===== config.mk =====
export PLATFORM = sky130hd
export DESIGN_NAME = mul_sequencer
export DESIGN_NICKNAME = d
export VERILOG_FILES = /design/src/rtl/alu_pkg.sv /design/src/rtl/mul_shift_add_dp.sv /design/src/rtl/mul_sequencer.sv
export SDC_FILE = /design/constraint.sdc
export NUM_CORES = 1
export LEC_CHECK = 0
export ABC_AREA = 1
export CAP_MARGIN = 5
export CORE_MARGIN = 4
export CORE_UTILIZATION = 59
export CTS_BUF_LIST = sky130_fd_sc_hd__clkbuf_4
export CTS_CLUSTER_DIAMETER = 200
export DETAILED_ROUTE_END_ITERATION = 10
export GPL_ROUTABILITY_DRIVEN = 0
export MAX_ROUTING_LAYER = met4
export PLACE_DENSITY_LB_ADDON = 0.15
export SYNTH_ARGS = -nofsm -noshare
export SYNTH_HDL_FRONTEND = slang
export SYNTH_SLANG_ARGS = --single-unit

===== constraint.sdc =====
create_clock -name clk_i -period 6.5 [get_ports clk_i]
set_input_delay 0.65 -clock clk_i [delete_from_list [all_inputs] [get_ports clk_i]]
set_output_delay 0.65 -clock clk_i [all_outputs]
set_load 0.01 [all_outputs]

===== src/rtl/alu_pkg.sv =====
// Shared ALU definitions: control encodings used by the ALU decoder and the
// multiply sequencer, plus the multiply FSM state type.
package alu_pkg;

  localparam logic [2:0] ALU_AND = 3'b000;
  localparam logic [2:0] ALU_XOR = 3'b001;
  localparam logic [2:0] ALU_SLL = 3'b010;
  localparam logic [2:0] ALU_SUB = 3'b011;
  localparam logic [2:0] ALU_MUL = 3'b100;
  localparam logic [2:0] ALU_ADD = 3'b101;
  localparam logic [2:0] ALU_SRA = 3'b110;

  typedef enum logic [1:0] {
    IDLE,
    BUSY,
    DONE
  } mul_state_t;

endpackage


===== src/rtl/mul_shift_add_dp.sv =====
// Shift-add multiply datapath: latches operands on load, performs one
// add/shift iteration per step, flags the final iteration with last.
module mul_shift_add_dp #(
  parameter int unsigned WIDTH = 32
) (
  input  logic             clk,
  input  logic             rst,
  input  logic             load,
  input  logic             step,
  input  logic [WIDTH-1:0] data1,
  input  logic [WIDTH-1:0] data2,
  output logic [WIDTH-1:0] acc,
  output logic             last
);

  localparam int unsigned CNT_W = $clog2(WIDTH);

  logic [WIDTH-1:0] mcand;
  logic [WIDTH-1:0] mplier;
  logic [CNT_W-1:0] cnt;

  always_ff @(posedge clk or posedge rst) begin
    if (rst) begin
      mcand  <= '0;
      mplier <= '0;
      acc    <= '0;
      cnt    <= '0;
    end else if (load) begin
      mcand  <= data1;
      mplier <= data2;
      acc    <= '0;
      cnt    <= '0;
    end else if (step) begin
      if (mplier[0]) begin
        acc <= acc + mcand;
      end
      mcand  <= mcand << 1;
      mplier <= mplier >> 1;
      cnt    <= cnt + 1'b1;
    end
  end

  assign last = (cnt == CNT_W'(WIDTH - 1));

endmodule


===== src/rtl/mul_sequencer.sv =====
// Multi-cycle MUL sequencer for the EX stage: stalls the pipeline while the
// shift-add datapath runs, then presents the low WIDTH product bits for one cycle.
module mul_sequencer
  import alu_pkg::*;
#(
  parameter int unsigned WIDTH    = 32,
  parameter logic [2:0]  CTRL_MUL = ALU_MUL
) (
  input  logic             clk_i,
  input  logic             rst_i,
  input  logic             valid_i,
  input  logic [2:0]       ALUCtrl_i,
  input  logic             flush_i,
  input  logic [WIDTH-1:0] data1_i,
  input  logic [WIDTH-1:0] data2_i,
  output logic             stall_o,
  output logic             done_o,
  output logic [WIDTH-1:0] data_o
);

  mul_state_t       state;
  logic             start;
  logic             load;
  logic             step;
  logic             last;
  logic [WIDTH-1:0] acc;
  logic [WIDTH-1:0] result;

  assign start = valid_i && (ALUCtrl_i == CTRL_MUL) && !flush_i;
  assign load  = (state == IDLE) && start;
  assign step  = (state == BUSY);

  mul_shift_add_dp #(
    .WIDTH(WIDTH)
  ) u_dp (
    .clk   (clk_i),
    .rst   (rst_i),
    .load  (load),
    .step  (step),
    .data1 (data1_i),
    .data2 (data2_i),
    .acc   (acc),
    .last  (last)
  );

  always_ff @(posedge clk_i or posedge rst_i) begin
    if (rst_i) begin
      state  <= IDLE;
      result <= '0;
    end else begin
      case (state)
        IDLE: if (start) state <= BUSY;
        BUSY: begin
          if (flush_i)   state <= IDLE;
          else if (last) state <= DONE;
        end
        DONE: begin
          state <= IDLE;
          if (!flush_i) result <= acc;
        end
        default: state <= IDLE;
      endcase
    end
  end

  assign stall_o = !rst_i && (load || (state == BUSY));
  assign done_o  = (state == DONE) && !flush_i;
  // The result register only captures at the end of DONE, so the finished
  // accumulator is forwarded during DONE itself.
  assign data_o  = (state == DONE) ? acc : result;

endmodule


Word level (Yosys, flattened, before mapping)
Cells that the tools add are included.

storage, ports and cells
  bits in registers = 135
  input bits = 71
  output and inout port bits = 34
  logic and storage cells = 43

cells by class
  add/sub/neg operators = 2
  equal/unequal tests = 6
  muxes and demuxes = 14
  bitwise gates (word level) = 1
  reduce and logical (&&, ||, !) cells = 14

operator list
  operator               number
  $mux W32               8
  $add A32 B32 Y32       1
  $mux W5                2
  $mux W2                3
  $reduce_and A2 Y1      3
  $add A5 B1 Y5 const B  1
  $eq A5 B5 Y1 const B   1
  $logic_and A1 B1 Y1    5
  $pmux W2 S2            1
  $reduce_bool A2 Y1     2
  $eq A3 B3 Y1 const B   1
  $ne A3 B2 Y1 const B   1
  $eq A2 B1 Y1 const B   1
  $eq A2 B2 Y1 const B   1
  $logic_not A1 Y1       2
  $logic_not A2 Y1       1
  $ne A2 B2 Y1 const B   1
  $logic_or A1 B1 Y1     1
  $not A1 Y1             1

Logic depth before layout (Yosys ltp)
  word-level depth = 6
  mapped depth = 13
  depth with buffers taken out = 13

By module
From an unflattened synthesis, not the netlist that was laid out.

unflattened totals
  cells, all modules = 1157
  area, all modules = 8271.7 um^2

modules (own cells, without submodules)
  module            instances  cells each  area each (um^2)  seq. area each (um^2)
  mul_shift_add_dp  1          931         6467.5            2527.4
  mul_sequencer     1          226         1804.2            850.8

Worst setup path after synthesis
Ideal clock, no wire load.

  path kind = in2out
  start point = input port ALUCtrl_i[1]
  end point = output port stall_o
  arrival = 1.483 ns
  required time = 5.850 ns
  path slack = 4.367 ns
  stages = 6
  buffers on the path = 1
  cell sequence = nor3b_1 -> nand2_1 -> nand2_2 -> inv_2 -> buf_2 -> nor2_1

between the ends
  word-level cells in the longest chain between the ends = 6

RTL lines
  item                              line                 RTL
  start, declared                   mul_sequencer.sv:12  input logic [2:0] ALUCtrl_i,
  $eq A3 B3 Y1                      mul_sequencer.sv:29  assign start = valid_i && (ALUCtrl_i == CTRL_MUL) && !flush_i;
  $logic_and A1 B1 Y1 (2 in a row)  mul_sequencer.sv:29
  $logic_and A1 B1 Y1               mul_sequencer.sv:30  assign load = (state == IDLE) && start;
  $logic_or A1 B1 Y1                mul_sequencer.sv:66  assign stall_o = !rst_i && (load || (state == BUSY));
  $logic_and A1 B1 Y1               mul_sequencer.sv:66
  end, declared                     mul_sequencer.sv:16  output logic stall_o,

Every way passes these cells.

Final worst setup path
  start point = register state[1]
  end point = output port stall_o

between the ends
  word-level cells in the longest chain between the ends = 4
  elaborated cells on any way between the ends = 5
  classes of those cells = 1 x eq/ne; 4 x reduce/logical

RTL lines
  item                     line                 RTL
  start, declared          mul_sequencer.sv:21  mul_state_t state;
  start signal, assigned   mul_sequencer.sv:48  state <= IDLE;
  start signal, assigned   mul_sequencer.sv:52  IDLE: if (start) state <= BUSY;
  start signal, assigned   mul_sequencer.sv:54  if (flush_i) state <= IDLE;
  $logic_not A2 Y1         mul_sequencer.sv:30
  $logic_and A1 B1 Y1      mul_sequencer.sv:30
  $logic_or A1 B1 Y1 (*)   mul_sequencer.sv:66
  $logic_and A1 B1 Y1 (*)  mul_sequencer.sv:66

Mark *: on every way between the ends. The rest lies on a longest branch, timed or not.

==> impl_metrics.json <==
{
  "yosysUniqueCellTypes": 36,
  "final_antenna_net_count": 0,
  "critPathCaptureType": "output pin",
  "netlist.area_leader.share_pct": 41.4,
  "synth_seq_area_share_pct": 41.4,
  "synth.area.top_cells": "dfrtp_1, nand2_1, inv_1",
  "slowest_stage": "nand2_2",
  "clkTransAtPathRegs_ps": 110,
  "arrival_ps": 3410,
  "grt_pass1_wl_um": 31600,
  "leakage_nw": 5.06,
  "synth_top_cell_by_area": "dfrtp_1",
  "vdd_drop_max_mv": 0.159,
  "gr-total-overflow": 0,
  "grt_antenna_before_repair": 1,
  "die_h_um": 126,
  "async_flop_share_pct": 100,
  "synth_nets": 1262,
  "setup_ws_ps": 2440,
  "rows": 42,
  "cap_violations": 0,
  "final_cells": 1435,
  "initial_utilization_pct": 60.9,
  "grt_pass1_vias": 6909,
  "finish.instance_area_um2": 9540,
  "portBuffers": 104,
  "hold_path.class": "register to register",
  "worst_slew_pin_slew_ps": 1010,
  "cts_sinks": 135,
  "rsz0062_at_grt": "false",
  "syn_inst": 1157,
  "required_ps": 5850,
  "yosys_warnings": 0,
  "cts_tree": "yes",
  "drive_gt1_share_pct": 3.58,
  "skew_ps": 14.9,
  "io_pins": 105,
  "root_buffer": "clkbuf_4",
  "drc": 0,
  "dieArea_um2": 15800,
  "finalHoldViolCount": 0,
  "clockBufferDepth": 2,
  "syn_area_per_cell_um2": 7.06,
  "cts_hold_buf": 0,
  "area_growth_pct": 16.9,
  "fmax_mhz": 246,
  "wl_per_cell_um": 13.2,
  "num_vias": 7565,
  "post_cts_buffers": 0,
  "finalSetupViolCount": 0,
  "worstSetupPathType": "register to output pin",
  "netlist_area_um2": 8160,
  "nets": 1351,
  "slew_violations": 0,
  "worst_hold_slack_ps": 496,
  "p_per_area_nw_per_um2": 349,
  "die_w_um": 126,
  "viasPerCell": 5.27,
  "dp.final_hpwl_um": 14400,
  "post-place-ws_ps": 2750,
  "grt_max_degree": 74,
  "cpPeakStageDelay_ps": 550,
  "critPathLaunchType": "register",
  "clkLatencyLatePin_ps": 550,
  "drtPass1Iterations": 5,
  "coreArea_um2": 13400,
  "synth_edf_count": 0,
  "drt_iter0_drc": 541,
  "grt_usage_pct": 25.3,
  "synth_seq_cells": 135,
  "dpl.cell_count": 1403,
  "crit_path_cell_trace": "nor2_4 > buf_4 > inv_4 > nand2_2 > inv_2 > nor2_1 > clkdlybuf4s50_1",
  "routed_wl_um": 18900,
  "htree_num_levels": 4,
  "path_max_fanout": 37,
  "post_cts_resized": 0,
  "finalCritPeriodShare_pct": 62.5,
  "p_total_mw": 3.33,
  "slew_headroom_pct": 32.1,
  "synthFlopType": "dfrtp_1",
  "fin_util_pct": 71.2,
  "outcome": "finished clean",
  "tns_ps": 0,
  "dpl_cell_area_um2": 9250,
  "cts_inserted_buffers": 17,
  "finalCriticalPeriod_ps": 4060
}
routing by layer:
metal	vias to the layer above	part of all wire, %	global-route usage (%)
met5	-	0	-
met1	3441	46	35.6
met4	0	2.6	10.3
met2	241	43	36.2
met3	46	7.7	4.91
li1	3837	-	-
layout make-up:
type	count	area (um2)
clock inverters	14	160
inverters	190	718
flip-flops and latches	135	3380
fillers	1165	3860
clock buffers	17	128
repair buffers	107	1060
well taps	176	220
diodes	1	2.50
multi-input cells	795	3870
path summary, 6_finish.rpt:
| path | start | end | slack (ps) | cells after the start |
|---|---|---|---|---|
| worst min register to register | result[3] | result[3] | 500 | 2 |
| worst min-delay path | result[3] | result[3] | 500 | 2 |
| min in group asynchronous | rst_i | u_dp.mplier[20] | 590 | 2 |
| worst max-delay path | state[1] | stall_o | 2440 | 7 |
| worst max register to register | state[0] | result[5] | 3890 | 5 |
| max in group asynchronous | rst_i | result[22] | 4510 | 3 |
critical path: cells and delay by family, from the launching register on:
kind / cells / cell delay [ps]
simple gates: 3 / 830
flops: 1 / 440
buf+inv: 4 / 1550
registers in the layout, indices dropped and copies added (netlist names):
register     cells
result          32
u_dp.acc        32
u_dp.mcand      32
u_dp.mplier     32
u_dp.cnt         5
state            2
cell usage in the layout, fill, tap and decap left out, drive strengths merged, types with 10 or more instances in the layout:
| cell | n |
|---|---|
| o21ai | 86 |
| nand3 | 68 |
| nor2 | 50 |
| ha | 33 |
| inv | 190 |
| clkinv | 10 |
| o221ai | 29 |
| dfrtp | 135 |
| clkdlybuf4s50 | 104 |
| clkbuf | 17 |
| nand2 | 453 |
| a21oi | 30 |
power by group:
group	leakage (nW)	internal, mW	switching (mW)	total (mW)
logic	3.21	0.553	0.924	1.48
clock network	0.156	0.261	0.305	0.566
registers	1.69	1.09	0.203	1.29
total	5.06	1.90	1.43	3.33
synthesized netlist by cell type, types with 2 or more instances:
master      n
nand4_1     5
nor3b_1     2
nand2_1   452
xnor2_1     4
a21oi_1    30
nor2_8      2
ha_1       33
and2_1      3
inv_2       4
o22ai_1     5
a22o_1      3
o21ai_0    81
clkbuf_1   20
inv_1     185
nor2_1     47
o21ai_1     5
o211ai_1    3
dfrtp_1   135
o221ai_1   29
nor3_1      5
a22oi_1     3
buf_2       9
o21bai_1    3
buf_4       3
xor2_1      4
nand3_1    68
buf_6       5
kinds of logic after synthesis:
kind of cell	after synthesis	synth area share, %
compound gates	166	12.3
xor+xnor	8	0.858
fa+ha+maj	34	5.30
buf+inv	227	11.2
flops	135	41.4
simple gates	587	29.0
Power figures use the tool's default switching activity.
